==> config.mk <==
export PLATFORM = sky130hd
export DESIGN_NAME = ppu_line_scheduler
export DESIGN_NICKNAME = d
export VERILOG_FILES = /design/src/rtl/ppu_line_scheduler.sv
export SDC_FILE = /design/constraint.sdc
export NUM_CORES = 1
export LEC_CHECK = 0
export ABC_AREA = 1
export CORE_MARGIN = 2
export CORE_UTILIZATION = 40
export DETAILED_ROUTE_END_ITERATION = 10
export PLACE_DENSITY = 0.65
export SYNTH_ARGS = -nofsm -noshare
export SYNTH_HDL_FRONTEND = slang
export SYNTH_SLANG_ARGS = --single-unit
==> constraint.sdc <==
create_clock -name clk -period 3.15 [get_ports clk]
set_clock_uncertainty 0.2 [all_clocks]
set_input_delay 0.4725 -clock clk [delete_from_list [all_inputs] [get_ports clk]]
set_output_delay 0.4725 -clock clk [all_outputs]
set_load 0.05 [all_outputs]
==> src/rtl/ppu_line_scheduler.sv <==
// ppu_line_scheduler: dot/line timing, drawline requests, STAT mode and interrupts.
// Define OVERRUN_STALL_EN to stall the line end until the renderer finishes.
module ppu_line_scheduler #(
  parameter int DOTS_PER_LINE = 456,
  parameter int OAM_DOTS      = 80,
  parameter int VISIBLE_LINES = 144,
  parameter int TOTAL_LINES   = 154
) (
  input  logic       clk,
  input  logic       rst,
  input  logic       lcd_enable,
  input  logic [7:0] lyc,
  input  logic [3:0] stat_en,
  input  logic       render_complete,
  output logic       drawline,
  output logic [7:0] ly,
  output logic [1:0] mode,
  output logic       lyc_match,
  output logic       vblank_irq,
  output logic       stat_irq,
  output logic       overrun
);
  localparam int DW = $clog2(DOTS_PER_LINE);
  localparam logic [1:0] HBLANK = 2'd0, VBLANK = 2'd1, OAM = 2'd2, XFER = 2'd3;
  logic [DW-1:0] dot_q, dot_d;
  logic [7:0] ly_q, ly_d;
  logic [1:0] st_q, st_d;
  logic en_q, drawline_q, drawline_d, vblank_q, vblank_d, stat_q, stat_d;
  logic or_q, or_d, overrun_q, overrun_d, last, hold, wrap;
  always_comb begin
    last = dot_q == DW'(DOTS_PER_LINE - 1);
`ifdef OVERRUN_STALL_EN
    hold = last && st_q == XFER;
`else
    hold = 1'b0;
`endif
    wrap = en_q && last && !hold;
    ly_d = !en_q ? 8'd0 : !wrap ? ly_q : ly_q == 8'(TOTAL_LINES - 1) ? 8'd0 : ly_q + 8'd1;
    dot_d = (!en_q || wrap) ? '0 : hold ? dot_q : dot_q + 1'b1;
    drawline_d = en_q && st_q == OAM && dot_q == DW'(OAM_DOTS - 1);
    st_d = !en_q ? OAM
         : wrap ? (ly_d < 8'(VISIBLE_LINES) ? OAM : VBLANK)
         : drawline_d ? XFER
         : (st_q == XFER && !drawline_q && render_complete) ? HBLANK : st_q;
    vblank_d = wrap && ly_d == 8'(VISIBLE_LINES);
    or_d = (st_d == HBLANK && stat_en[0]) || (st_d == VBLANK && stat_en[1]) ||
           (st_d == OAM && stat_en[2]) || (ly_d == lyc && stat_en[3]);
    stat_d = or_d && !or_q;
    overrun_d = overrun_q || (dot_d == DW'(DOTS_PER_LINE - 1) && st_d == XFER);
  end
  // or_q idles high so enabling the LCD never produces a spurious STAT edge
  always_ff @(posedge clk or posedge rst) begin
    if (rst) begin
      en_q <= 1'b0;
      dot_q <= '0;
      ly_q <= 8'd0;
      st_q <= HBLANK;
      drawline_q <= 1'b0;
      vblank_q <= 1'b0;
      stat_q <= 1'b0;
      or_q <= 1'b1;
      overrun_q <= 1'b0;
    end else if (!lcd_enable) begin
      en_q <= 1'b0;
      dot_q <= '0;
      ly_q <= 8'd0;
      st_q <= HBLANK;
      drawline_q <= 1'b0;
      vblank_q <= 1'b0;
      stat_q <= 1'b0;
      or_q <= 1'b1;
    end else begin
      en_q <= 1'b1;
      dot_q <= dot_d;
      ly_q <= ly_d;
      st_q <= st_d;
      drawline_q <= drawline_d;
      vblank_q <= vblank_d;
      stat_q <= stat_d;
      or_q <= or_d;
      overrun_q <= overrun_d;
    end
  end
  assign drawline = drawline_q;
  assign ly = ly_q;
  assign mode = st_q;
  assign lyc_match = ly_q == lyc;
  assign vblank_irq = vblank_q;
  assign stat_irq = stat_q;
  assign overrun = overrun_q;
endmodule

* Yosys cells after proc, flatten, opt, wreduce, memory -nomap -nowiden *
Index checks and enable logic that the tools add are counted.

storage, ports and cells
  logic and storage cells = 62
  output and inout port bits = 15
  register bits = 25
  input port bits = 16

operators by class
  reductions and logical operators = 21
  eq/ne operators = 12
  add/subtract/negate cells = 2
  muxes and demuxes = 17
  order comparisons = 1

operators by type and width
  cell                                                                    number
  8-bit two-way mux                                                       4
  9-bit equality test (second input constant)                             2
  9-bit two-way mux                                                       2
  8-bit equality test                                                     2
  8-bit equality test (second input constant)                             2
  1-bit logical AND                                                       12
  2-bit two-way mux                                                       6
  9-bit by 1-bit adder with 9-bit output (second input constant)          1
  9-bit by 7-bit equality test with 1-bit output (second input constant)  1
  8-bit by 1-bit adder with 8-bit output (second input constant)          1
  2-bit equality test (second input constant)                             4
  8-bit less-than comparator (second input constant)                      1
  1-bit logical OR                                                        5
  1-bit two-way mux                                                       5
  1-bit logical NOT                                                       3
  2-bit by 1-bit equality test with 1-bit output (second input constant)  1
  2-bit logical NOT                                                       1

* Longest topological paths before layout *
  word-level depth = 15
  mapped depth = 18
  gate-level depth less buffers = 18

* Worst setup path before layout *
Ideal clock, no wire load.

  kind = reg-to-output
  start = register ly_q[3] (netlist: ly[3])
  end = output port lyc_match
  path slack = 752 ps
  data required time = 2477 ps
  data arrival time = 1725 ps
  stages on the path, launching flop included = 5
  cell sequence = dfrtp_1 > buf_2 > xnor2_1 > nand4_1 > nor2_1

on the way
  cells in the longest elaborated chain, start to end = 1

ends and longest elaborated chain
  element                   line  text
  start: declaration        26    logic [7:0] ly_q, ly_d;
  start signal: assignment  75    ly_q <= ly_d;
  8-bit equality test       87    assign lyc_match = ly_q == lyc;
  end: declaration          18    output logic lyc_match,

No other way between the ends.

* Final worst setup path *
  start = register ly_q[2] (netlist: ly[2])
  end = output port ly[2]

RTL lines
  element           line  text
  end: declaration  16    output logic [7:0] ly,

No word-level cell between the ends.

==> impl_summary.md <==
Yosys
In the synthesized netlist the async set-or-reset flop fraction comes to between 90% and 100%. The synthesized netlist devotes between 4 and 5% of its cell area to compound gates. The synthesized netlist cell count is approximately 260.

The biggest area contributor in the post-synthesis netlist is sky130_fd_sc_hd__dfrtp_1. The number of flops mapped to enable cells by yosys is 0. Yosys attributes the largest share of cell area to sky130_fd_sc_hd__dfrtp_1 (33%), sky130_fd_sc_hd__nand2_1 (13%), sky130_fd_sc_hd__nor2_1 (7.9%). The share of the synthesized area in the top cell type is 33.2%.

The flip-flop and latch count after synthesis is 25. By area, the combinational part of the netlist is dominated by simple AND/OR/NAND/NOR gates. The netlist uses 32 different library cells. After synthesis, the most frequently instantiated cells are sky130_fd_sc_hd__nand2_1 (62), sky130_fd_sc_hd__nor2_1 (38), sky130_fd_sc_hd__inv_1 (36). The fraction of synthesized area in multiplexers is 0%. The total nets after synthesis is 276. The fraction of the yosys area taken by sequential cells is about a third. The mean post-synth cell area is ~7.0 µm². sky130_fd_sc_hd__nand2_1 is the most common cell in the netlist. After Yosys synthesis, XOR and XNOR cells account for between 4 and 5% of the synthesized area. The count of warnings emitted by yosys is 0. The primary flip-flop cell chosen by synthesis mapping is sky130_fd_sc_hd__dfrtp_1. Summing the areas of all and, or, nand and nor instances in the mapped netlist gives 45.1% of the synthesized area. The total standard cell area after synthesis is around 1800 µm². The synthesized netlist devotes around 2.1% of its cell area to adder and majority cells.

Global route
The total overflow left after global routing is 0. The pin count of the biggest net entering global routing is 26. Global routing consumed, over all layers together, between 10% and 20% of the routing resources. The number of antenna violations at the first check in global routing is 0.

The number of global-route vias before repair is around 1600. The global-route wire length before repair is ~7600 µm.

Critical path
The register-to-register setup slack is approximately 900 ps. In this run the number of cells on the critical path is 1. In this design, the largest share of critical-path delay is due to buffers and inverters. Traced cell by cell, the critical path runs through clkdlybuf4s50_1. For the worst setup path, the data arrival time is around 1700 ps. The timing endpoint of the critical path is ly[2]. The top fanout value on the critical path is 9. The worst setup path is captured at an output pin. STA classifies the critical path startpoint as a register. The largest stage delay on the critical path is roughly 870 ps.

The worst-case reg-to-reg path depth is 16. The end of the worst register-to-register path is stat_irq$_DFF_PP0_. The worst register-to-register path begins at dot_q[0]$_DFF_PP0_. The critical setup path kind is reg2out. The cell with the largest stage delay on the worst path is sky130_fd_sc_hd__clkdlybuf4s50_1. The launch point of the critical path is ly[2]$_DFF_PP0_.

For the worst setup path, the data required time is roughly 2500 ps. The sum of buffers and inverters on the critical path is 1.

Finish
The signed area change from the synthesized netlist to the final layout is 21.7%. The post-layout instance count excluding filler cells is 340. The post-layout net count is about 300.

The share of the core filled with cells in the final layout is between 50% and 60%. The fraction of layout cells with a size suffix above 1 is around a tenth. The number of antenna repair diodes is 0.

Place
The post-placement cell count is roughly 340. Timing analysis after detailed placement gives a worst setup slack of roughly 810 ps. The HPWL after detailed placement is between 3000 and 4000 µm. The global placer's final weighted congestion is roughly 0.89.

The quantity of I/O buffers inserted on ports is 30.

Detailed routing
The first detailed-routing pass took 4 iterations. The number of DRC violations after detailed-routing iteration 0 is 87. Summed over all layers, the routed wires come to between 4000 and 5000 µm. The routed wirelength normalized by instance count is 12.8 µm. The count of unresolved DRC violations after routing is 0. The count of nets left with antenna violations once routing finished came out at 0.

Using the TritonRoute via totals, the vias-per-cell ratio works out to 5.10. The detailed router placed around 1700 vias in this run.

Power and ir drop
Cell internal power was estimated by the tool at about 0.00045 W. In this run switching power makes up between 20% and 30% of total power. The reported leakage power is between 1 and 1.5 nW. The net switching power is 0.000150 W.

The clock network power share is around 32%. In this run the power density over the cells is around 270 nW/µm². The worst-case IR drop observed on VDD is 185 µV. The combinational group share of total power is approximately an eighth. The part of the total power dissipated in sequential elements is about 56%.

CTS
Counting along the longest clock path gives a buffer depth of 2. The TritonCTS clock tree is done. The clock-pin slew of the registers on the worst-case setup and hold paths is about 90 ps. Clock tree synthesis inserted a total of 3 buffers. The count of H-tree levels built during CTS is 1. The number of setup buffers added after CTS is 0. At the later pin of the worst-skew pair, clock insertion delay measures ~270 ps. Counting every sink on the clock net gives 25. The post-cts sizing count is 0. The root buffer cell is sky130_fd_sc_hd__clkbuf_8. The number of hold-repair buffers added at the cts stage is 0.

Timing
Adding up every negative setup slack in the final design gives 0 ps. The final-report setup violation count is 0. Setup slack on the critical path of the routed design comes to between 700 and 800 ps.

After layout, the worst path uses 74.8% of the clock period. The number of pins exceeding their max-slew limit in the final report is 0. Headroom to the max-slew limit came out at between 60% and 70%.

Final hold analysis gives a worst-case slack of 295 ps. Derived from the worst setup path, the maximum achievable clock frequency is around 420 MHz. The shortest clock period the worst path allows after layout is roughly 2400 ps.

The number of hold violations in the final report is 0. For the pin with the worst max-slew slack, the measured transition is approximately 560 ps. Setup repair after global routing left no endpoint under its margin.

Floorplanning
The die area is between 5000 and 6000 µm². The initial utilization of the core area, before any placement, comes to between 40% and 50%. For this design the top-level I/O count stands at 31. The core area is between 4000 and 5000 µm².

The number of placement rows is 24. The overall die width is slightly above 70 µm. The die is slightly above 70 µm tall.

Job
The max capacitance violation total is 0.

Min path
The type of the tightest min-delay check is reg2reg.

Outcome
The run finished with clean final reports.
## worst min path at each step
stage / end / start / slack (ps) / cells past startpoint
floorplan: dot_q[0]$_DFF_PP0_ / dot_q[0]$_DFF_PP0_ / 270 / 1
detailed placement: overrun$_DFFE_PP0P_ / overrun$_DFFE_PP0P_ / 260 / 2
global route: overrun$_DFFE_PP0P_ / overrun$_DFFE_PP0P_ / 320 / 2
CTS: overrun$_DFFE_PP0P_ / overrun$_DFFE_PP0P_ / 300 / 2
finish: overrun$_DFFE_PP0P_ / overrun$_DFFE_PP0P_ / 290 / 2
global placement: overrun$_DFFE_PP0P_ / overrun$_DFFE_PP0P_ / 270 / 2
## state kept, by name (all words and copies together), names as in the netlist
register / cells
drawline: 1
en_q: 1
stat_irq: 1
overrun: 1
ly: 8
vblank_irq: 1
mode: 2
or_q: 1
dot_q: 9
## placed cells by master (no fill, tap or decap), types with 2 or more instances in the layout
master and count:
sky130_fd_sc_hd__a21oi_1 2, sky130_fd_sc_hd__buf_4 2, sky130_fd_sc_hd__clkbuf_8 3, sky130_fd_sc_hd__clkdlybuf4s50_1 29
sky130_fd_sc_hd__dfrtp_1 24, sky130_fd_sc_hd__ha_1 3, sky130_fd_sc_hd__inv_1 36, sky130_fd_sc_hd__nand2_1 62
sky130_fd_sc_hd__nand2_2 9, sky130_fd_sc_hd__nand2_4 2, sky130_fd_sc_hd__nand3_1 22, sky130_fd_sc_hd__nand3_2 5
sky130_fd_sc_hd__nand3b_1 4, sky130_fd_sc_hd__nand4_1 11, sky130_fd_sc_hd__nor2_1 38, sky130_fd_sc_hd__nor2_4 2
sky130_fd_sc_hd__nor3_1 5, sky130_fd_sc_hd__nor4_1 2, sky130_fd_sc_hd__o21ai_0 5, sky130_fd_sc_hd__xnor2_1 9
## kinds of logic after synthesis
kind of cell | count (synthesis)
compound gates | 13
xor+xnor | 10
fa+ha+maj | 3
buf+inv | 41
flops | 25
simple gates | 165
## metrics by stage
step	cell area, µm²	power [W]
detailed placement	2160	0.000410
global placement	2160	0.000410
finish	2200	0.000596
global route	2200	0.000628
floorplan	1810	0.000376
CTS	2200	0.000601
## layer usage
layer,part of all wire [%],up-vias,GRT usage (%)
met5,0,-,0
met4,0.78,0,5.87
met3,4.6,4,2.39
met2,52,46,32.4
met1,43,797,24.0
li1,-,888,-
## worst reg2reg max path: stages, from the launching register on
cell and delay [ps]:
sky130_fd_sc_hd__dfrtp_1 410, sky130_fd_sc_hd__ha_1 180, sky130_fd_sc_hd__nand2_1 130, sky130_fd_sc_hd__nor2_4 200
sky130_fd_sc_hd__nand2_4 110, sky130_fd_sc_hd__nor2_8 150, sky130_fd_sc_hd__nand2_2 80, sky130_fd_sc_hd__nand3_2 110
sky130_fd_sc_hd__nand3_2 90, sky130_fd_sc_hd__nand2_2 60, sky130_fd_sc_hd__nand2_2 70, sky130_fd_sc_hd__nand2_1 100
sky130_fd_sc_hd__nor2_1 60, sky130_fd_sc_hd__nand2_2 60, sky130_fd_sc_hd__nand3_2 50, sky130_fd_sc_hd__nand2_1 60
sky130_fd_sc_hd__inv_1 30
## layout make-up
class / instances / area (µm²)
flip-flops and latches: 25 / 627
clock inverters: 1 / 5.00
inverters: 37 / 139
well taps: 52 / 65.1
clock buffers: 3 / 41.3
fillers: 456 / 2150
repair buffers: 31 / 305
multi-input cells: 191 / 1020
## power groups by stage
stage	registers, W	logic [W]	clock network [W]
3_5_place_dp	0.000337	0.0000737	0
6_report	0.000331	0.0000730	0.000193
2_1_floorplan	0.000339	0.0000373	0
3_3_place_gp	0.000337	0.0000736	0
4_1_cts	0.000330	0.0000739	0.000196
5_1_grt	0.000332	0.0000806	0.000215
(Power assumes the default switching activity.)
